[config.mk]
export PLATFORM = sky130hd
export DESIGN_NAME = rs_station
export DESIGN_NICKNAME = d
export VERILOG_FILES = /design/src/rtl/rs_station.sv
export SDC_FILE = /design/constraint.sdc
export NUM_CORES = 2
export LEC_CHECK = 0
export ABC_AREA = 1
export BUFFER_PORTS_ARGS = -buffer_cell sky130_fd_sc_hd__buf_2
export CAP_MARGIN = 40
export CELL_PAD_IN_SITES_DETAIL_PLACEMENT = 1
export CELL_PAD_IN_SITES_GLOBAL_PLACEMENT = 2
export CORE_MARGIN = 2
export CORE_UTILIZATION = 35
export DETAILED_ROUTE_END_ITERATION = 16
export PLACE_DENSITY = 0.8
export SETUP_SLACK_MARGIN = 0.3
export SLEW_MARGIN = 15
export SYNTH_ARGS = -nofsm -noshare
export SYNTH_HDL_FRONTEND = slang
export SYNTH_SLANG_ARGS = --single-unit
[constraint.sdc]
create_clock -name clk -period 9.7 [get_ports clk]
set_input_delay 0 -clock clk [delete_from_list [all_inputs] [get_ports clk]]
set_output_delay 0 -clock clk [all_outputs]
set_load 0.02 [all_outputs]
[src/rtl/rs_station.sv]
// Reservation station: compacting age-ordered queue of ALU micro-ops with
// multi-port CDB wakeup, oldest-ready select and a registered dispatch stage.
module rs_station #(
    parameter int DEPTH  = 8,
    parameter int TAG_W  = 4,
    parameter int DATA_W = 32,
    parameter int OP_W   = 6,
    parameter int NUM_BC = 2
) (
    input  logic                       clk,
    input  logic                       rst,
    input  logic                       flush,
    input  logic                       issue_valid,
    output logic                       issue_ready,
    input  logic [OP_W-1:0]            issue_op,
    input  logic [DATA_W-1:0]          issue_vj,
    input  logic [DATA_W-1:0]          issue_vk,
    input  logic                       issue_pj,
    input  logic                       issue_pk,
    input  logic [TAG_W-1:0]           issue_qj,
    input  logic [TAG_W-1:0]           issue_qk,
    input  logic [DATA_W-1:0]          issue_imm,
    input  logic [DATA_W-1:0]          issue_pc,
    input  logic [TAG_W-1:0]           issue_tag,
    input  logic [NUM_BC-1:0]          bc_valid,
    input  logic [NUM_BC*TAG_W-1:0]    bc_tag,
    input  logic [NUM_BC*DATA_W-1:0]   bc_value,
    output logic                       out_valid,
    input  logic                       out_ready,
    output logic [OP_W-1:0]            out_op,
    output logic [DATA_W-1:0]          out_vj,
    output logic [DATA_W-1:0]          out_vk,
    output logic [DATA_W-1:0]          out_imm,
    output logic [DATA_W-1:0]          out_pc,
    output logic [TAG_W-1:0]           out_tag,
    output logic [$clog2(DEPTH+1)-1:0] count
);
    localparam int CW = $clog2(DEPTH + 1);
    localparam int IW = (DEPTH > 1) ? $clog2(DEPTH) : 1;

    logic [OP_W-1:0]   op_q  [DEPTH], op_d  [DEPTH];
    logic [DATA_W-1:0] vj_q  [DEPTH], vj_d  [DEPTH];
    logic [DATA_W-1:0] vk_q  [DEPTH], vk_d  [DEPTH];
    logic              pj_q  [DEPTH], pj_d  [DEPTH];
    logic              pk_q  [DEPTH], pk_d  [DEPTH];
    logic [TAG_W-1:0]  qj_q  [DEPTH], qj_d  [DEPTH];
    logic [TAG_W-1:0]  qk_q  [DEPTH], qk_d  [DEPTH];
    logic [DATA_W-1:0] imm_q [DEPTH], imm_d [DEPTH];
    logic [DATA_W-1:0] pc_q  [DEPTH], pc_d  [DEPTH];
    logic [TAG_W-1:0]  tag_q [DEPTH], tag_d [DEPTH];
    logic [CW-1:0]     count_q, count_d;

    logic              out_valid_q, out_valid_d;
    logic [OP_W-1:0]   out_op_q, out_op_d;
    logic [DATA_W-1:0] out_vj_q, out_vj_d, out_vk_q, out_vk_d;
    logic [DATA_W-1:0] out_imm_q, out_imm_d, out_pc_q, out_pc_d;
    logic [TAG_W-1:0]  out_tag_q, out_tag_d;

    logic [DATA_W-1:0] w_vj [DEPTH], w_vk [DEPTH];
    logic              w_pj [DEPTH], w_pk [DEPTH];
    logic [DATA_W-1:0] n_vj, n_vk;
    logic              n_pj, n_pk;
    logic [DEPTH-1:0]  shift;
    logic              found;
    logic [IW-1:0]     sel, src;
    logic [CW-1:0]     alloc_idx;
    logic              disp_en, do_disp, do_alloc;

    assign issue_ready = (count_q != CW'(DEPTH));

    // Wakeup of held entries and same-cycle bypass for the incoming op.
    // Ports are scanned high to low so the lowest matching port wins.
    always_comb begin
        n_vj = issue_vj;
        n_pj = issue_pj;
        n_vk = issue_vk;
        n_pk = issue_pk;
        for (int i = 0; i < DEPTH; i++) begin
            w_vj[i] = vj_q[i];
            w_pj[i] = pj_q[i];
            w_vk[i] = vk_q[i];
            w_pk[i] = pk_q[i];
        end
        for (int k = NUM_BC - 1; k >= 0; k--) begin
            if (bc_valid[k]) begin
                for (int i = 0; i < DEPTH; i++) begin
                    if (pj_q[i] && bc_tag[k*TAG_W +: TAG_W] == qj_q[i]) begin
                        w_vj[i] = bc_value[k*DATA_W +: DATA_W];
                        w_pj[i] = 1'b0;
                    end
                    if (pk_q[i] && bc_tag[k*TAG_W +: TAG_W] == qk_q[i]) begin
                        w_vk[i] = bc_value[k*DATA_W +: DATA_W];
                        w_pk[i] = 1'b0;
                    end
                end
                if (issue_pj && bc_tag[k*TAG_W +: TAG_W] == issue_qj) begin
                    n_vj = bc_value[k*DATA_W +: DATA_W];
                    n_pj = 1'b0;
                end
                if (issue_pk && bc_tag[k*TAG_W +: TAG_W] == issue_qk) begin
                    n_vk = bc_value[k*DATA_W +: DATA_W];
                    n_pk = 1'b0;
                end
            end
        end
    end

    // shift[i] marks slots at or above the selected one; they move down on dispatch.
    always_comb begin
        found = 1'b0;
        sel   = '0;
        shift = '0;
        for (int i = 0; i < DEPTH; i++) begin
            if (!found && (CW'(i) < count_q) && !pj_q[i] && !pk_q[i]) begin
                found = 1'b1;
                sel   = IW'(i);
            end
            shift[i] = found;
        end
    end

    always_comb begin
        disp_en   = !out_valid_q || out_ready;
        do_disp   = disp_en && found && !flush;
        do_alloc  = issue_valid && issue_ready && !flush;
        alloc_idx = count_q - CW'(do_disp);
        src       = '0;

        for (int i = 0; i < DEPTH; i++) begin
            src = IW'(i);
            if (do_disp && shift[i] && (i < DEPTH - 1)) begin
                src = IW'(i + 1);
            end
            op_d[i]  = op_q[src];
            vj_d[i]  = w_vj[src];
            vk_d[i]  = w_vk[src];
            pj_d[i]  = w_pj[src];
            pk_d[i]  = w_pk[src];
            qj_d[i]  = qj_q[src];
            qk_d[i]  = qk_q[src];
            imm_d[i] = imm_q[src];
            pc_d[i]  = pc_q[src];
            tag_d[i] = tag_q[src];
            if (do_alloc && alloc_idx == CW'(i)) begin
                op_d[i]  = issue_op;
                vj_d[i]  = n_vj;
                vk_d[i]  = n_vk;
                pj_d[i]  = n_pj;
                pk_d[i]  = n_pk;
                qj_d[i]  = issue_qj;
                qk_d[i]  = issue_qk;
                imm_d[i] = issue_imm;
                pc_d[i]  = issue_pc;
                tag_d[i] = issue_tag;
            end
        end

        count_d = count_q + CW'(do_alloc) - CW'(do_disp);
        if (flush) begin
            count_d = '0;
        end

        out_valid_d = out_valid_q;
        out_op_d    = out_op_q;
        out_vj_d    = out_vj_q;
        out_vk_d    = out_vk_q;
        out_imm_d   = out_imm_q;
        out_pc_d    = out_pc_q;
        out_tag_d   = out_tag_q;
        if (flush) begin
            out_valid_d = 1'b0;
        end else if (do_disp) begin
            out_valid_d = 1'b1;
            out_op_d    = op_q[sel];
            out_vj_d    = vj_q[sel];
            out_vk_d    = vk_q[sel];
            out_imm_d   = imm_q[sel];
            out_pc_d    = pc_q[sel];
            out_tag_d   = tag_q[sel];
        end else if (disp_en) begin
            out_valid_d = 1'b0;
        end
    end

    always_ff @(posedge clk or negedge rst) begin
        if (!rst) begin
            for (int i = 0; i < DEPTH; i++) begin
                op_q[i]  <= '0;
                vj_q[i]  <= '0;
                vk_q[i]  <= '0;
                pj_q[i]  <= 1'b0;
                pk_q[i]  <= 1'b0;
                qj_q[i]  <= '0;
                qk_q[i]  <= '0;
                imm_q[i] <= '0;
                pc_q[i]  <= '0;
                tag_q[i] <= '0;
            end
            count_q     <= '0;
            out_valid_q <= 1'b0;
            out_op_q    <= '0;
            out_vj_q    <= '0;
            out_vk_q    <= '0;
            out_imm_q   <= '0;
            out_pc_q    <= '0;
            out_tag_q   <= '0;
        end else begin
            for (int i = 0; i < DEPTH; i++) begin
                op_q[i]  <= op_d[i];
                vj_q[i]  <= vj_d[i];
                vk_q[i]  <= vk_d[i];
                pj_q[i]  <= pj_d[i];
                pk_q[i]  <= pk_d[i];
                qj_q[i]  <= qj_d[i];
                qk_q[i]  <= qk_d[i];
                imm_q[i] <= imm_d[i];
                pc_q[i]  <= pc_d[i];
                tag_q[i] <= tag_d[i];
            end
            count_q     <= count_d;
            out_valid_q <= out_valid_d;
            out_op_q    <= out_op_d;
            out_vj_q    <= out_vj_d;
            out_vk_q    <= out_vk_d;
            out_imm_q   <= out_imm_d;
            out_pc_q    <= out_pc_d;
            out_tag_q   <= out_tag_d;
        end
    end

    assign count     = count_q;
    assign out_valid = out_valid_q;
    assign out_op    = out_op_q;
    assign out_vj    = out_vj_q;
    assign out_vk    = out_vk_q;
    assign out_imm   = out_imm_q;
    assign out_pc    = out_pc_q;
    assign out_tag   = out_tag_q;

endmodule

==> flow_summary.toml <==
[global_routing]
grt_start_max_net_pins = 181
grt_pass1_wl_um = 689000
antenna_found_initial = 58
globalRouteTotalUtil_pct = 36.90
grt_pass1_vias = 100600
grt_overflow = 0

[power]
finalPower_mw = 44.19
power_frac_seq_pct = 21.8
leakagePower_nw = 48.33
switching_power_of_the_nets_mw = 24.02
power_density_nw_per_um2 = 443.4
power.internal_mw = 20.17
vdd_drop_max_v = 0.0008185
power_frac_comb_pct = 62.8
power.share.switching_pct = 54.36
clock_power_share_pct = 15.4

[setup_path]
regToRegStartpoint = "count[2]"
critical_path_arrival_ns = 8.86
setup.worst_path.end_class = "flop"
critical-path-slowest-cell = "sky130_fd_sc_hd__dlygate4sd3_1"
timing_worst_setup_path_type = "reg2reg"
cpPeakStageDelay_ns = 0.59
cp_data_required_time_ns = 10.46
critPathLaunchType = "flop"
regToRegSetupSlack_ns = 1.60
most_repeated_library_cell_on_the_critical_path = "sky130_fd_sc_hd__nand2_1"
worst-path-max-fanout = 98
setup.worst_path.start = "count[2]"
critical_path_buf_inv_count = 10
crit_family = "buffers and inverters"

[layout]
final.fill_count = 30860
fin_cells = 16400
syn_to_final_growth_pct = 16.14
fin_nets = 13270
final_instance_area_um2 = 99660
layout-drive-gt1-share_pct = 7.631

[sta]
clock.fmax_ghz = 0.1235
final_hold_viol_count = 0
timing.final.crit_share_pct = 83.48
timing.final.crit_period_ns = 8.098
final.setup_skew_ns = 0.03266
setup_viol = 0
final_max_slew_viol_count = 0
rsz0062_at_grt = "no"
worst-slew-pin-transition_ns = 1.181
relative_slew_slack_pct = 21.25
finalSetupTns_ns = 0

[floorplanning]
placementRows = 181
io_count = 371
initial_core_util_pct = 35.25
die-height_um = 499.2
fp.dieW_um = 499.2
design.die.area_um2 = 249200
core-area_um2 = 243500

[yosys]
yosys_most_used_dff = "sky130_fd_sc_hd__dfrtp_1"
synth_fp_nets = 13350
distinct_cells_synth = 40
synth.avg_cell_area_um2 = 6.548
asyncSetResetFlopFracSynth_pct = 100.0
ys_ff_latch = 1327
most_used_standard_cells_in_the_synthesized_netlist = "sky130_fd_sc_hd__nand2_1, sky130_fd_sc_hd__nand3_1, sky130_fd_sc_hd__inv_1, sky130_fd_sc_hd__dfrtp_1, sky130_fd_sc_hd__o21ai_0"
synth-warning-count = 0
yosys.cell_count.top_type = "sky130_fd_sc_hd__nand2_1"
post-synth-top-area-cell = "sky130_fd_sc_hd__dfrtp_1"
synth_edf_count = 0
ys_seq_area_share_pct = 38.69
synthesis.area_um2 = 85820
synth_area_leaders = "sky130_fd_sc_hd__dfrtp_1, sky130_fd_sc_hd__nand2_1, sky130_fd_sc_hd__nand3_1"
synth_top_area_share_pct = 38.69
synth_cells = 13110

[clock_network]
cts-buffers-inserted = 171
ctsRootBufferMaster = "sky130_fd_sc_hd__clkbuf_16"
maximum_clock_path_buffer_count = 3
htree_levels = 4
cts_tree = "built"
clk_latency_ns = 0.88
postCtsSetupRepairBufs = 0
clk_pin_slew_worst_paths_ns = 0.06
clock_sink_count = 1327

[placement]
dpl_cell_area_um2 = 90650
globalplace.congestion = 0.8937
detailed_place_hpwl_um = 276900
dpl.cell_count = 15770
placement.io_buffers = 370

[routing]
first_pass_iters = 8
route.detailed.drc = 0
routed_wire_length_per_instance_um = 28.79
dr.first_iter.drc_count = 10570
routed-via-count = 99100
antenna_left = 0
finalWirelength_um = 472200
drt-vias-per-instance = 6.041

[run_status]
status = "complete, no violations"

[job]
drv_cap = 0

[hold_path]
timing.hold.worst.class = "in2reg"
holdCritStartpoint = "issue_vj[28]"
## metrics by stage
stage,util (%),hold WS (ns),worst slack [ns]
floorplan,-,-0.2956,5.758
global placement,36.56,0.07469,2.447
detailed placement,37.23,0.08287,2.466
CTS,40.73,0.0008100,1.682
global route,40.92,0.03954,1.343
finish,40.94,0.01343,1.602
## cells by family (layout without fill, tap and decap cells)
group                      after synthesis  count (layout)  synth area share (%)
adders and majority gates               12              12                0.1837
AOI/OAI and AO/OA                     2366            2366                 16.18
buffers and inverters                 2535            2599                 11.45
xor gates and xnor gates                30              30                0.3062
and+or+nand+nor                       6836            6836                 33.18
DFF                                   1327            1327                 38.69
other                                    0              31                     0
## tightest hold or removal path: stages
cell                      delay [ns]
sky130_fd_sc_hd__buf_2          0.10
sky130_fd_sc_hd__o21ai_1        0.12
sky130_fd_sc_hd__buf_4          0.17
sky130_fd_sc_hd__o22ai_1        0.26
sky130_fd_sc_hd__nand2_1        0.13
sky130_fd_sc_hd__nand2_1        0.05
## layer usage
| metal | track usage (%) | routed length, um |
|---|---|---|
| met5 | 0 | 232 |
| met4 | 22.82 | 32110 |
| met3 | 7.145 | 42270 |
| met2 | 57.65 | 208600 |
| met1 | 46.94 | 189000 |
## repair_timing
item / CTS / global route
setup endpoints to repair: 0 / 0
resized for setup: 0 / 0
hold buffers: 270 / 0
endpoints found under the hold margin: 1592 / 0
## final cells by class
| class | instances | area [um^2] | area share (%) |
|---|---|---|---|
| repair buffers | 908 | 8142 | 8.169 |
| flip-flops and latches | 1327 | 33210 | 33.32 |
| multi-input cells | 9244 | 43150 | 43.30 |
| clock buffers | 258 | 5087 | 5.105 |
| well taps | 3202 | 4006 | 4.020 |
| diodes | 31 | 77.57 | 0.07784 |
| clock inverters | 50 | 711.9 | 0.7143 |
| inverters | 1383 | 5279 | 5.297 |
## sequential cells by signal (all words and copies together) (netlist names)
name       count
out_tag        4
out_op         6
pj_q           8
vj_q         256
qk_q          32
out_vj        32
vk_q         256
out_pc        32
op_q          48
imm_q        256
count          4
tag_q         32
out_imm       32
pk_q           8
pc_q         256
out_valid      1
qj_q          32
out_vk        32
## final timing paths
path	cells past startpoint	end
worst max-delay path	25	vj_q[232]
worst min-delay path	6	vj_q[156]
worst max register to register	25	vj_q[232]
worst min register to register	2	out_imm[22]
max in group asynchronous	5	imm_q[49]
min in group asynchronous	4	pc_q[208]
## power by group through the flow
stage                     clock network [mW]  logic [mW]  registers [mW]
final                                   6.80        27.8            9.63
after detailed placement                   0        26.6            9.66
after global routing                    7.07        30.0            9.87
after floorplan                            0        16.5            9.62
after global placement                     0        25.4            9.56
after CTS                               6.86        27.1            9.59
## layout by cell type, fill, tap and decap left out, types with 16 or more instances in the layout
master	n
sky130_fd_sc_hd__xor2_1	25
sky130_fd_sc_hd__nor3_1	16
sky130_fd_sc_hd__clkbuf_16	172
sky130_fd_sc_hd__buf_16	49
sky130_fd_sc_hd__buf_4	160
sky130_fd_sc_hd__nand2_1	4470
sky130_fd_sc_hd__buf_12	47
sky130_fd_sc_hd__nand3_1	2110
sky130_fd_sc_hd__o22ai_1	92
sky130_fd_sc_hd__dlygate4sd3_1	269
sky130_fd_sc_hd__diode_2	31
sky130_fd_sc_hd__buf_2	377
sky130_fd_sc_hd__clkinv_2	29
sky130_fd_sc_hd__clkbuf_1	40
sky130_fd_sc_hd__o21ai_1	227
sky130_fd_sc_hd__nor2_1	144
sky130_fd_sc_hd__nand2_2	16
sky130_fd_sc_hd__inv_1	1344
sky130_fd_sc_hd__dfrtp_1	1326
sky130_fd_sc_hd__a21oi_1	86
sky130_fd_sc_hd__o21ai_0	1192
sky130_fd_sc_hd__clkbuf_8	46
sky130_fd_sc_hd__o211ai_1	751
sky130_fd_sc_hd__nor2_4	19
No activity file was read; power rests on OpenSTA's default activity.
